--- config.mk ---
export PLATFORM = sky130hd
export DESIGN_NAME = prio_irq_ctrl
export DESIGN_NICKNAME = d
export VERILOG_FILES = /design/src/rtl/prio_irq_ctrl.sv
export SDC_FILE = /design/constraint.sdc
export NUM_CORES = 1
export LEC_CHECK = 0
export CORE_UTILIZATION = 50
export DETAILED_ROUTE_END_ITERATION = 6
export PLACE_DENSITY = 0.82
export SLEW_MARGIN = 15
export SYNTH_ARGS = -nofsm -noshare
export SYNTH_HDL_FRONTEND = slang
export SYNTH_SLANG_ARGS = --single-unit
--- constraint.sdc ---
create_clock -name clk -period 4.55 [get_ports clk]
set_clock_uncertainty 0.2 [all_clocks]
set_input_delay 0.455 -clock clk [delete_from_list [all_inputs] [get_ports clk]]
set_output_delay 0.455 -clock clk [all_outputs]
set_load 0.02 [all_outputs]
--- src/rtl/prio_irq_ctrl.sv ---
// Registered priority encoder with rising-edge event capture, eligibility mask,
// fixed-priority or round-robin selection and a valid/ack handshake.
module prio_irq_ctrl #(
  parameter int N = 8,
  parameter int MODE = 0,
  localparam int W = $clog2(N)
) (
  input  logic         clk,
  input  logic         rst_n,
  input  logic [N-1:0] req,
  input  logic [N-1:0] mask,
  input  logic         ack,
  output logic         valid,
  output logic [W-1:0] code,
  output logic         idle
);

  typedef enum logic [0:0] {
    IDLE = 1'b0,
    BUSY = 1'b1
  } state_t;

  state_t       state_r, state_s;
  logic [N-1:0] req_q_r;
  logic [N-1:0] pending_r, pending_s;
  logic [W-1:0] code_r, code_s;
  logic [W-1:0] ptr_r, ptr_s;
  logic         valid_r, valid_s;
  logic [N-1:0] set_s;
  logic [N-1:0] clr_s;
  logic [N-1:0] elig_s;
  logic         xfer_s;

  function automatic logic [W-1:0] pick_fixed(input logic [N-1:0] e);
    logic [W-1:0] w;
    w = '0;
    for (int i = 0; i < N; i++) begin
      if (e[i]) begin
        w = W'(i);
      end
    end
    return w;
  endfunction

  // Search upward from start, wrapping at N rather than at 2^W.
  function automatic logic [W-1:0] pick_rr(input logic [N-1:0] e, input logic [W-1:0] start);
    logic [W-1:0] w;
    logic         hit;
    int           idx;
    w   = '0;
    hit = 1'b0;
    for (int k = 0; k < N; k++) begin
      idx = int'(start) + k;
      if (idx >= N) begin
        idx = idx - N;
      end
      if (!hit && e[idx]) begin
        w   = W'(idx);
        hit = 1'b1;
      end
    end
    return w;
  endfunction

  // Event capture, grant selection and handshake next-state logic.
  always_comb begin
    set_s     = req & ~req_q_r;
    elig_s    = pending_r & mask;
    xfer_s    = (state_r == BUSY) && ack;
    clr_s     = '0;
    state_s   = state_r;
    valid_s   = valid_r;
    code_s    = code_r;
    ptr_s     = ptr_r;
    for (int i = 0; i < N; i++) begin
      clr_s[i] = xfer_s && (code_r == W'(i));
    end
    case (state_r)
      IDLE: begin
        if (elig_s != '0) begin
          state_s = BUSY;
          valid_s = 1'b1;
          code_s  = (MODE == 1) ? pick_rr(elig_s, ptr_r) : pick_fixed(elig_s);
        end else begin
          state_s = IDLE;
        end
      end
      BUSY: begin
        if (ack) begin
          state_s = IDLE;
          valid_s = 1'b0;
          if (MODE == 1) begin
            ptr_s = (code_r == W'(N - 1)) ? {W{1'b0}} : code_r + {{(W-1){1'b0}}, 1'b1};
          end else begin
            ptr_s = '0;
          end
        end else begin
          state_s = BUSY;
        end
      end
      default: begin
        state_s = IDLE;
        valid_s = 1'b0;
      end
    endcase
    // A fresh edge on the channel being acknowledged outranks the clear.
    pending_s = (pending_r & ~clr_s) | set_s;
  end

  // State registers; reset drops pending events and any outstanding grant.
  always_ff @(posedge clk or negedge rst_n) begin
    if (!rst_n) begin
      req_q_r   <= '0;
      pending_r <= '0;
      state_r   <= IDLE;
      code_r    <= '0;
      ptr_r     <= '0;
      valid_r   <= 1'b0;
    end else begin
      req_q_r   <= req;
      pending_r <= pending_s;
      state_r   <= state_s;
      code_r    <= code_s;
      ptr_r     <= ptr_s;
      valid_r   <= valid_s;
    end
  end

  assign valid = valid_r;
  assign code  = code_r;
  assign idle  = (state_r == IDLE) && (pending_r == '0);

endmodule

### After elaboration in Yosys (flattened, before gate mapping)

Index checks and enable logic that the tools add are counted.

| storage, ports and cells | value |
|---|---|
| bits in registers | 21 |
| word-level logic and storage cells | 49 |

| cells by class | value |
|---|---|
| equality and inequality tests | 9 |
| multiplexer cells | 13 |
| bitwise operators | 7 |
| reduce and logical (&&, ||, !) cells | 15 |

Operators by type and width:

| cell | count |
|---|---|
| bitwise AND 8 bit | 3 |
| 2-to-1 mux 3 bit | 6 |
| NOT 8 bit | 2 |
| equality test 3 bit, second input constant | 4 |
| logical AND 1 bit | 10 |
| logical NOT 8 bit | 1 |
| bitwise OR 8 bit | 1 |
| nonzero test 8 bit | 1 |
| equality test 3 x 2 -> 1 bit, second input constant | 2 |
| 2-to-1 mux 1 bit | 5 |
| != test 2 bit, second input constant | 2 |
| one-hot mux 1 bit (2 select lines) | 2 |
| AND reduction 2 bit | 2 |
| equality test 3 x 1 -> 1 bit, second input constant | 1 |
| logical NOT 3 bit | 1 |
| NOT 1 bit | 1 |

### Depth between registers and ports, before layout

| logic depth | value |
|---|---|
| depth in word-level cells | 8 |
| depth in mapped cells | 4 |

### Worst setup path after synthesis

OpenSTA, ideal clock, no wires.

| timing path | value |
|---|---|
| path type | register to output |
| start point | reg pending_r[2] |
| end point | out idle |
| data arrival time | 1.369 ns |
| data required time | 3.895 ns |
| slack | 2.526 ns |
| stages on the path, launching flop included | 4 |
| buffers on the path | 0 |
| cell sequence | dfrtp_1 -> nor4_1 -> nand2_1 -> nor4_1 |

| on the way | value |
|---|---|
| cells in the longest elaborated chain, start to end | 2 |

RTL lines:

| what | RTL line | source |
|---|---|---|
| start: declaration | 25 | `logic [N-1:0] pending_r, pending_s;` |
| start signal: assignment | 121 | `pending_r <= pending_s;` |
| logical NOT 8 bit | 131 | `assign idle = (state_r == IDLE) && (pending_r == '0);` |
| logical AND 1 bit | 131 |  |
| end: declaration | 15 | `output logic idle` |

Every way passes these cells.

### Worst setup path in the final report

Same ends and word-level chain as after synthesis.

==> impl_metrics.toml <==
[status]
status = "complete, no violations"

[cts]
cts_root_buf = "clkbuf_4"
cts_tree = "yes"
holdBufCountCts = 0
cts_buffers = 3
cts-resized-gates = 0
htreeDepth = 1
clock_path_buffers = 2
clk_latency_ns = 0.29
clock_sinks = 21
cts_setup_buffers = 0
clk_pin_slew_worst_paths_ns = 0.12

[power_and_ir_drop]
ir_drop_uv = 338
p_per_area_nw_per_um2 = 491
power.total_w = 0.000588
p_leak_nw = 0.483

[placement]
gp_congestion = 0.797
port_buffers = 23
place_hpwl_microns = 1300
placed_area_sq_um = 1170

[timing]
rsz0062_at_grt = "false"
maxSlewViolCount = 0
fmax_mhz = 373
period_share = 0.589
fin_crit_ns = 2.68
hold_viol = 0
relSlewSlack = 0.392
setup-tns-final_ns = 0
timing.hold.ws_ns = 0.223
tightest_slew_ns = 0.909
finalSetupViolCount = 0

[grt]
grt_usage = 0.198
grt.met3_usage = 0.0367
grt_pass1_vias = 653
grt_pass1_wl_microns = 2800
grt-busiest-layer = "met2"
grt_max_degree = 22
antenna_found_initial = 0
grt_use_met1 = 0.254
gr-usage-met2 = 0.335
grt-ovfl-total = 0

[detailed_routing]
drc = 0
initialDrtViolationCount = 11
num_vias = 681
dr.pass1.iters = 4
wl_per_cell_microns = 13.4
ant_nets = 0
via_per_inst = 5.28
drt-total-wl_microns = 1720

[floorplanning]
die_y_microns = 44.7
io_pins = 24
die_area_sq_um = 1990
start_util = 0.533
die_w_microns = 44.7
core-area_sq_um = 1710
num_rows = 15

[yosys]
synth.top_cell.area_share = 0.578
synth_area_per_cell_sq_um = 11.7
synthDistinctLibCells = 21
seq_area_frac_synth = 0.578
synth_edf_count = 0
postSynth.asyncResetShare = 1.00
synth_area_sq_um = 910
netlist_instances = 78
synth_top_area_cell = "dfrtp_1"
ys_warn_count = 0
synth_area_leaders = "dfrtp_1 (58%), o21ai_0 (8.3%), a22oi_4 (7.0%)"
synth_seq_cells = 21
synthTopCellsByCount = "dfrtp_1 (21), o21ai_0 (15), inv_1 (10), nand2_1 (5)"
synthFlopType = "dfrtp_1"
synth_most_common_cell = "dfrtp_1"
synth_fp_nets = 97

[finish]
drive_gt1_frac = 0.115
fin_util = 0.700
diodes = 0
design_area_sq_um = 1200
area_growth_pct = 31.5
fillCellCount = 127
nets = 124

[hold_path]
holdPathEnd = "pending_r[6]$_DFF_PN0_"
hold_depth = 1
hold_path_startpoint = "req_q_r[6]$_DFF_PN0_"
min_path_type = "register to register"

[critical_path]
criticalPathCategory = "register to output port"
cp_max_fo = 4
worst-r2r-cell-count = 3
worst_setup_path_start_kind = "register"
crit_slowest_cell = "clkdlybuf4s50_1"
path_common_cell = "nor4_1"
reg2reg_from = "pending_r[7]$_DFF_PN0_"
cp_cell_sequence = "nor4_1 -> nand2_1 -> nor4_1 -> clkdlybuf4s50_1"
worstSetupStartpoint = "pending_r[2]$_DFF_PN0_"
slowest_delay_ns = 0.66
arrival_ns = 2.03
timing.rr.end = "code[1]$_DFFE_PN0P_"
r2r_slack_ns = 3.02
critPathRequiredTime_ns = 3.89
crit_path_end_kind = "output port"

[run]
cap_violations = 0
## worst max-delay path, delay by kind of cell (launching register included)
kind                   cells  cell delay [ns]
buffers and inverters      1             0.66
AND/OR/NAND/NOR            3             0.61
flip-flops                 1             0.45
## flip-flops by register name, summed over array words and instances (netlist names)
| name | cells |
|---|---|
| code | 3 |
| pending_r | 8 |
| req_q_r | 8 |
| state_r | 1 |
| valid | 1 |
## worst max-delay path by stage
stage	endpoint	slack, ns
after global routing	idle	1.80
after CTS	idle	1.86
final	idle	1.87
after floorplan	idle	2.53
after global placement	idle	2.25
after detailed placement	idle	2.20
## cell type report
class / count / area [sq um] / share of cell area
clock inverter: 1 / 7.51 / 0.00628
multi-input combinational: 46 / 342 / 0.286
inverter: 10 / 37.5 / 0.0314
clock buffer: 3 / 22.5 / 0.0188
timing repair buffer: 23 / 230 / 0.192
tap: 25 / 31.3 / 0.0262
sequential: 21 / 526 / 0.439
## kinds of logic (layout without fill, tap and decap cells)
logic type	after synthesis	in the layout	share of synthesized area
AO/OA/AOI/OAI	30	30	0.279
buffers and inverters	11	37	0.0468
flip-flops	21	21	0.578
multiplexers	1	1	0.0165
AND/OR/NAND/NOR	15	15	0.0798
## power by group
| group | internal, W | switching, W |
|---|---|---|
| Combinational | 0.000106 | 0.0000941 |
| Clock | 0.0000334 | 0.0000557 |
| Sequential | 0.000232 | 0.0000667 |
## cells in the final DEF (no fill, tap or decap), types with 2 or more instances in the layout
| cell type | n |
|---|---|
| a22oi_4 | 3 |
| clkbuf_4 | 3 |
| clkdlybuf4s50_1 | 23 |
| nor4_1 | 2 |
| dfrtp_1 | 21 |
| nor2_1 | 3 |
| nand3_1 | 2 |
| nand2_1 | 5 |
| a21oi_1 | 2 |
| inv_1 | 10 |
| a21o_2 | 2 |
| nand2b_1 | 2 |
| o31ai_1 | 2 |
| o21ai_0 | 15 |
## metal layers
metal	vias to the layer above	part of all wire
met4	0	0.013
met5	-	0
met1	322	0.44
met2	22	0.50
met3	2	0.050
li1	335	-
## metrics by stage
step | std cells | worst slack [ns]
after floorplan | 78 | 2.53
after global placement | 125 | 2.25
after detailed placement | 125 | 2.20
after CTS | 129 | 1.86
after global routing | 129 | 1.80
final | 129 | 1.87
Note: power is estimated with default switching activity, not from simulation.
